<file path="src/rtl/seg_scan_decoder.sv">
// seg_scan_decoder
//   Watches a multiplexed 4-digit active-low 7-segment bus and recovers the
//   hex nibble shown on each digit. Every {an_n,seg_n,dp_n} pattern must be
//   seen unchanged for STABLE_CYCLES samples before it is captured. On capture,
//   the segment pattern is decoded back to a nibble, or flagged as blank or unknown.
//
// Ports
//   clk, rst     clock, synchronous active-high reset
//   an_n[3:0]    digit selects, active low (bit i = digit i)
//   seg_n[6:0]   segments {a,b,c,d,e,f,g}, active low
//   dp_n         decimal point, active low
//   hex[15:0]    recovered nibbles, digit i at hex[4i+3:4i]
//   dig_valid    digit i holds a decoded value
//   dig_err      last capture of digit i was an unknown pattern
//   dp_seen      decimal point lit at the last capture of digit i
//   upd          one-cycle capture pulse
//   upd_idx      digit index of the last capture
//   frame        one-cycle pulse once all 4 digits have been captured
module seg_scan_decoder #(
  parameter int STABLE_CYCLES = 4,
  parameter int CNT_W         = 8
) (
  input  logic        clk,
  input  logic        rst,
  input  logic [3:0]  an_n,
  input  logic [6:0]  seg_n,
  input  logic        dp_n,
  output logic [15:0] hex,
  output logic [3:0]  dig_valid,
  output logic [3:0]  dig_err,
  output logic [3:0]  dp_seen,
  output logic        upd,
  output logic [1:0]  upd_idx,
  output logic        frame
);

  localparam logic [CNT_W-1:0] CNT_SAT = CNT_W'(STABLE_CYCLES);
  localparam logic [CNT_W-1:0] CNT_CAP = CNT_W'(STABLE_CYCLES - 1);

  // Returns {known, nibble}; anything outside the table decodes as unknown.
  function automatic logic [4:0] seg_decode(input logic [6:0] s);
    logic [4:0] r;
    r = 5'h00;
    case (s)
      7'b0000001: r = {1'b1, 4'h0};
      7'b1001111: r = {1'b1, 4'h1};
      7'b0010010: r = {1'b1, 4'h2};
      7'b0000110: r = {1'b1, 4'h3};
      7'b1001100: r = {1'b1, 4'h4};
      7'b0100100: r = {1'b1, 4'h5};
      7'b0100000: r = {1'b1, 4'h6};
      7'b0001101: r = {1'b1, 4'h7};
      7'b0000000: r = {1'b1, 4'h8};
      7'b0000100: r = {1'b1, 4'h9};
      7'b0000010: r = {1'b1, 4'hA};
      7'b1100000: r = {1'b1, 4'hB};
      7'b0110001: r = {1'b1, 4'hC};
      7'b1000010: r = {1'b1, 4'hD};
      7'b0110000: r = {1'b1, 4'hE};
      7'b0111000: r = {1'b1, 4'hF};
      default:    r = 5'h00;
    endcase
    return r;
  endfunction

  function automatic logic one_low(input logic [3:0] a);
    return (a == 4'b1110) || (a == 4'b1101) || (a == 4'b1011) || (a == 4'b0111);
  endfunction

  function automatic logic [1:0] low_idx(input logic [3:0] a);
    logic [1:0] r;
    r = 2'd0;
    case (a)
      4'b1101: r = 2'd1;
      4'b1011: r = 2'd2;
      4'b0111: r = 2'd3;
      default: r = 2'd0;
    endcase
    return r;
  endfunction

  logic [11:0]      in_w;
  logic [11:0]      smp_p0;
  logic [CNT_W-1:0] cnt_p0;
  logic             cap_p0;
  logic [1:0]       idx_p0;
  logic [4:0]       dec_p0;
  logic [3:0]       mask_q;
  logic [3:0]       mask_nxt;

  assign in_w = {an_n, seg_n, dp_n};

  // Stage p0: input sample and stability counter
  always_ff @(posedge clk) begin
    if (rst) begin
      smp_p0 <= '0;
      cnt_p0 <= '0;
    end else begin
      smp_p0 <= in_w;
      if (in_w != smp_p0)
        cnt_p0 <= '0;
      else if (cnt_p0 != CNT_SAT)
        cnt_p0 <= cnt_p0 + 1'b1;
    end
  end

  // Capture decision: the counter passes STABLE_CYCLES-1 only once per
  // stable period (it then saturates or restarts), giving a single capture.
  always_comb begin
    cap_p0   = (cnt_p0 == CNT_CAP) && one_low(smp_p0[11:8]);
    idx_p0   = low_idx(smp_p0[11:8]);
    dec_p0   = seg_decode(smp_p0[7:1]);
    mask_nxt = mask_q | (4'b0001 << idx_p0);
  end

  // Stage p1: registered outputs and frame tracking
  always_ff @(posedge clk) begin
    if (rst) begin
      hex       <= '0;
      dig_valid <= '0;
      dig_err   <= '0;
      dp_seen   <= '0;
      upd       <= 1'b0;
      upd_idx   <= '0;
      frame     <= 1'b0;
      mask_q    <= '0;
    end else begin
      upd   <= cap_p0;
      frame <= cap_p0 && (mask_nxt == 4'hF);
      if (cap_p0) begin
        upd_idx         <= idx_p0;
        dp_seen[idx_p0] <= ~smp_p0[0];
        if (dec_p0[4]) begin
          hex[{idx_p0, 2'b00} +: 4] <= dec_p0[3:0];
          dig_valid[idx_p0]         <= 1'b1;
          dig_err[idx_p0]           <= 1'b0;
        end else begin
          // Blank digit clears both flags; any other unknown pattern is an error.
          dig_valid[idx_p0] <= 1'b0;
          dig_err[idx_p0]   <= (smp_p0[7:1] != 7'h7F);
        end
        mask_q <= (mask_nxt == 4'hF) ? 4'h0 : mask_nxt;
      end
    end
  end

endmodule

</file>
<file path="config.mk">
export PLATFORM = sky130hd
export DESIGN_NAME = seg_scan_decoder
export DESIGN_NICKNAME = d
export VERILOG_FILES = /design/src/rtl/seg_scan_decoder.sv
export SDC_FILE = /design/constraint.sdc
export NUM_CORES = 1
export LEC_CHECK = 0
export CAP_MARGIN = 20
export CORE_UTILIZATION = 35
export CTS_BUF_LIST = sky130_fd_sc_hd__clkbuf_16
export DETAILED_ROUTE_END_ITERATION = 8
export PLACE_DENSITY = 0.68
export SLEW_MARGIN = 10
export SYNTH_ARGS = -nofsm -noshare
export SYNTH_HDL_FRONTEND = slang
export SYNTH_SLANG_ARGS = --single-unit
</file>
<file path="constraint.sdc">
create_clock -name clk -period 2.3 [get_ports clk]
set_input_delay 0.575 -clock clk [delete_from_list [all_inputs] [get_ports clk]]
set_output_delay 0.575 -clock clk [all_outputs]
set_load 0.1 [all_outputs]
</file>
* After elaboration in Yosys (flattened, before gate mapping) *
Index checks and enable logic that the tools add are counted.

storage, ports and cells
  bits in registers = 56
  output and inout port bits = 32
  word-level logic and storage cells = 66

operators by class
  add/subtract/negate cells = 2
  magnitude comparators = 2
  equal/unequal tests = 24
  shifts and indexed selects = 3
  mux-type cells = 10
  bitwise gates (word level) = 6
  reduce and logical (&&, ||, !) cells = 9

operators with widths
  operator                                               number
  case mux 5 bit (16 select lines)                       1
  == test 7 x 6 -> 1 bit (second input constant)         5
  == test 7 bit (second input constant)                  4
  bitwise mux 16 bit                                     1
  == test 4 bit (second input constant)                  4
  variable shift 4 x 6 -> 16 bit (first input constant)  1
  indexed part select 4 x 6 -> 16 bit                    1
  == test 7 x 3 -> 1 bit (second input constant)         2
  2-to-1 mux 4 bit                                       3
  != test 12 bit                                         1
  adder 8 x 1 -> 8 bit (second input constant)           1
  AND 4 bit                                              2
  bitwise mux 4 bit                                      2
  == test 8 x 2 -> 1 bit (second input constant)         1
  != test 8 x 3 -> 1 bit (second input constant)         1
  OR 4 bit                                               2
  == test 7 x 1 -> 1 bit (second input constant)         1
  == test 7 x 2 -> 1 bit (second input constant)         1
  == test 7 x 4 -> 1 bit (second input constant)         1
  == test 7 x 5 -> 1 bit (second input constant)         1
  logical NOT 7 bit                                      1
  != test 7 bit (second input constant)                  1
  negator 4 -> 6 bit                                     1
  case mux 2 bit (3 select lines)                        1
  other kinds (12)                                       16

* Logic depth before layout (Yosys ltp) *
  word-level depth = 9
  depth in mapped cells = 10
  mapped depth without buffers = 8

* Worst setup path before layout *
Ideal clock, no wire load.

  kind = reg2reg
  from = register smp_p0[9]
  to = register hex[12]
  setup time = 72 ps
  arrival time = 1938 ps
  data required time = 2228 ps
  slack = 290 ps
  stages on the path, launching flop included = 9
  path buffers = 2
  period minus slack after synthesis = 2010 ps
  cell sequence = dfxtp_1 clkbuf_1 xor2_1 nand3_1 ha_1 clkbuf_1 nor4_1 nand2_1 mux2i_1

on the way
  cells in the longest elaborated chain, start to end = 6
  elaborated cells between the ends (all ways) = 14
  classes of those cells = 1 x add/sub; 4 x eq/ne; 2 x shift; 2 x mux; 5 x reduce/logical

ends and longest elaborated chain
  element                                                     line  RTL
  start: declaration                                          83    logic [11:0] smp_p0;
  start signal: assignment                                    99    smp_p0 <= in_w;
  branches (longest 6 deep; another with negator 4 -> 6 bit)  -
  end signal: indexed assignment                              134   hex[{idx_p0, 2'b00} +: 4] <= dec_p0[3:0];
  end: declaration                                            28    output logic [15:0] hex,

Parallel ways; which one is timed is not known.
A chain may end at the register's enable or synchronous reset.

* Worst setup path in the final report *
  from = register smp_p0[4]
  to = register dig_err[1]

on the way
  cells in the longest elaborated chain, start to end = 3
  elaborated cells between the ends (all ways) = 20
  classes of those cells = 16 x eq/ne; 3 x mux; 1 x reduce/logical

ends and longest elaborated chain
  element                                                                line     RTL
  == test 7 x 6 -> 1 bit (tied with other cells)                         44       case (s)
  case mux 5 bit (16 select lines) or bitwise mux 4 bit (tied branches)  44, 140
  2-to-1 mux 4 bit *                                                     133      if (dec_p0[4]) begin
  end signal: indexed assignment                                         140      dig_err[idx_p0] <= (smp_p0[7:1] != 7'h7F);
  end: declaration                                                       30       output logic [3:0] dig_err,

Every way passes the cells marked *; elsewhere a longest branch is shown, timed or not.

==> reports/summary.txt <==
=======================================================================================
Tot GR Track Use .........................................................       15.23%
Final Routed Wirelength ..................................................      6225 um
Layout Skew ..............................................................  0.004312 ns
Power density normalized to cell area .................................... 533.9 nW/um2
Final WS setup ...........................................................    0.1532 ns
Category of the most critical setup path ................................. flop to flop
CP top delay family ...................................................... simple AND/OR/NAND/NOR gates
Cell accounting for the most synthesized area ............................ sky130_fd_sc_hd__dfxtp_1
Fin crit period ..........................................................     2.147 ns
# rows ...................................................................           32
Io pins ..................................................................           46
Insertion delay to the later sink of the worst-skew pair .................      0.29 ns
Placeable Area ...........................................................     7848 um2
Global-route wire length before repair ...................................     10490 um
Achievable frequency .....................................................    465.8 MHz
Critical Path AT .........................................................      2.36 ns
Critical path fanouts, max ...............................................           10
Number of buffers and inverters on the critical path .....................            1
Count of input and output buffers ........................................           45
Worst hold slack .........................................................    0.4584 ns
Largest cells by area after synthesis .................................... sky130_fd_sc_hd__dfxtp_1, sky130_fd_sc_hd__mux2i_1, sky130_fd_sc_hd__nand2b_1, sky130_fd_sc_hd__xor2_1, sky130_fd_sc_hd__ha_1
Setup repair after global routing missed its margin ......................        false
Pin count of the biggest net entering global routing .....................           24
Final number of hold-violating endpoints .................................            0
Headroom to the max-slew limit ...........................................       69.90%
Commonest cells after routing, fill and taps aside ....................... sky130_fd_sc_hd__dfxtp_1, sky130_fd_sc_hd__buf_4, sky130_fd_sc_hd__nand2_1, sky130_fd_sc_hd__nand2b_1, sky130_fd_sc_hd__nor2_1
Maximum buffer depth of the clock tree ...................................            2
Average cell area after synthesis ........................................    9.021 um2
Area of the die ..........................................................     8589 um2
Crit path required time ..................................................      2.52 ns
Register bit total from synthesis ........................................           56
DR pass1 iterations ......................................................            4
Final Wtd Congestion .....................................................       0.7906
Worst Setup End Kind .....................................................         flop
Final count of negative-setup-slack endpoints ............................            0
CP Cell Sequence ......................................................... buf_4, nor4b_1, and3_1, o31a_2, or4_1, mux2i_1
Clock tree root buffer cell .............................................. sky130_fd_sc_hd__clkbuf_16
Yosys synthesis warning count ............................................            0
DP HPWL ..................................................................      4649 um
Predominant post-synthesis flop cell ..................................... sky130_fd_sc_hd__dfxtp_1
TritonCTS Sinks ..........................................................           56
Synth unique cells .......................................................           48
Number of enable-type register cells in the synthesized netlist ..........            0
Leakage power summed over all cells ......................................     1.440 nW
Share of the core filled with cells ......................................       46.05%
Fraction of synthesized cell area taken by the top area cell type ........       38.96%
Netlist area before placement ............................................     2878 um2
Height of the chip .......................................................     92.68 um
Final Cycle Share ........................................................       93.34%
Number of antenna violations at the first check in global routing ........            0
Area growth from synthesis to layout .....................................       25.57%
Number of global-route vias before repair ................................         2287
Number of pins with negative max-slew slack in the final report ..........            0
Via count of the routed design ...........................................         2359
Total gr overflow ........................................................            0
Result of the run ........................................................ complete, no violations
Clock tree from TritonCTS ................................................         done
Nets in the synthesized netlist ..........................................          342
TritonCTS buffer count ...................................................            5
Gate Count Post-Synth ....................................................          319
Ratio of routed vias to standard cells ...................................        4.935
Worst Tran Pin Value .....................................................    0.4467 ns
Fraction of layout instances using a drive strength above 1 ..............       20.21%
Register area share after synthesis ......................................       38.96%
Critical path startpoint category ........................................         flop
Htree depth ..............................................................            2
Critical-path cell with the highest stage delay .......................... sky130_fd_sc_hd__or4_1
Number of antenna cells inserted .........................................            0
Share of synthesized registers carrying an async set or reset ............           0%
Final ANT Viol Nets ......................................................            0
Peak per-stage delay on the critical path ................................      0.62 ns
Count of max-cap constraint violations ...................................            0
Worst setup timing slack at the placement stage ..........................   -0.2881 ns
Worst min-delay path class ............................................... flop to flop
Die X-Extent .............................................................     92.68 um
Average detailed-routed wire length per instance .........................     13.02 um
CTS clock-pin slew for the worst setup and hold paths ....................      0.07 ns
Total Nets Final .........................................................          398
Number of violations reported at the end of detailed-routing iteration 0 .           67
Initial Utilization ......................................................       36.67%
Total power consumption of the routed design .............................     1.929 mW
IR drop worst, VDD .......................................................  0.0003128 V
DRC ......................................................................            0
=======================================================================================
## sequential cells by signal, summed over array words and instances (netlist names), named ones only
signal / count
cnt_p0: 8
dig_err: 4
dp_seen: 4
frame: 1
hex: 16
mask_q: 4
smp_p0: 12
upd: 1
upd_idx: 2
## cells by family after synthesis
group	after synthesis	share of synthesized area [%]
AND/OR/NAND/NOR	132	27.00
flip-flops	56	38.96
XOR/XNOR	24	7.304
multiplexers	16	5.565
AO/OA/AOI/OAI	50	11.39
adder cells (fa/ha/maj)	9	3.913
buffers and inverters	32	5.869
## path summary, 6_finish.rpt
path	start	endpoint	depth (start not counted)	slack [ns]
setup / recovery	smp_p0[4]	dig_err[1]	6	0.15
hold / removal	mask_q[0]	mask_q[0]	2	0.46
setup reg to reg	smp_p0[4]	dig_err[1]	6	0.15
hold reg to reg	mask_q[0]	mask_q[0]	2	0.46
## cells in the mapped netlist, types with 8 or more instances
| master | number |
|---|---|
| sky130_fd_sc_hd__a21oi_1 | 13 |
| sky130_fd_sc_hd__clkbuf_1 | 10 |
| sky130_fd_sc_hd__dfxtp_1 | 56 |
| sky130_fd_sc_hd__ha_1 | 9 |
| sky130_fd_sc_hd__inv_1 | 11 |
| sky130_fd_sc_hd__mux2i_1 | 16 |
| sky130_fd_sc_hd__nand2_1 | 21 |
| sky130_fd_sc_hd__nand2b_1 | 22 |
| sky130_fd_sc_hd__nand3_1 | 12 |
| sky130_fd_sc_hd__nand4_1 | 8 |
| sky130_fd_sc_hd__nor2_1 | 18 |
| sky130_fd_sc_hd__nor2b_1 | 16 |
| sky130_fd_sc_hd__o21ai_0 | 9 |
| sky130_fd_sc_hd__xnor2_1 | 10 |
| sky130_fd_sc_hd__xor2_1 | 14 |
## stage by stage
stage / TNS [ns] / area (um2) / cells
2_1_floorplan: 0 / 2878 / 319
3_3_place_gp: -1.561 / 3421 / 468
3_5_place_dp: -1.941 / 3421 / 468
4_1_cts: 0 / 3563 / 476
5_1_grt: 0 / 3613 / 478
6_report: 0 / 3613 / 478
## worst register-to-register path, stage by stage (launching register included)
cell                      delay, ns
sky130_fd_sc_hd__dfxtp_1       0.51
sky130_fd_sc_hd__buf_4         0.21
sky130_fd_sc_hd__nor4b_1       0.06
sky130_fd_sc_hd__and3_1        0.20
sky130_fd_sc_hd__o31a_2        0.31
sky130_fd_sc_hd__or4_1         0.62
sky130_fd_sc_hd__mux2i_1       0.18
## report_power, final
part	leakage [nW]	internal, mW	switching [mW]
combinational	0.914	0.0965	0.0885
sequential	0.454	0.980	0.0235
clock	0.0716	0.402	0.338
## what timing repair did
| item | 4_1_cts | 5_1_grt |
|---|---|---|
| gates resized for setup | 0 | 8 |
| setup buffers | 0 | 2 |
| hold buffers | 0 | 0 |
| setup endpoints to repair | 0 | 14 |
| hold endpoints to repair | 0 | 0 |
## routing by layer
metal	GRT usage, %	share of wire, %	up-vias
met5	0	0	-
met4	4.231	0.59	0
met3	2.299	2.7	4
met2	27.22	49	29
met1	18.88	48	1102
li1	-	-	1224
## layout make-up
type | instances | area [um2]
timing repair buffer | 70 | 570.5
sequential | 56 | 1121
multi-input combinational | 231 | 1610
fill | 784 | 4234
clock inverter | 3 | 17.52
inverter | 11 | 41.29
clock buffer | 5 | 125.1
tap | 102 | 127.6
Note: power is estimated with default switching activity, not from simulation.
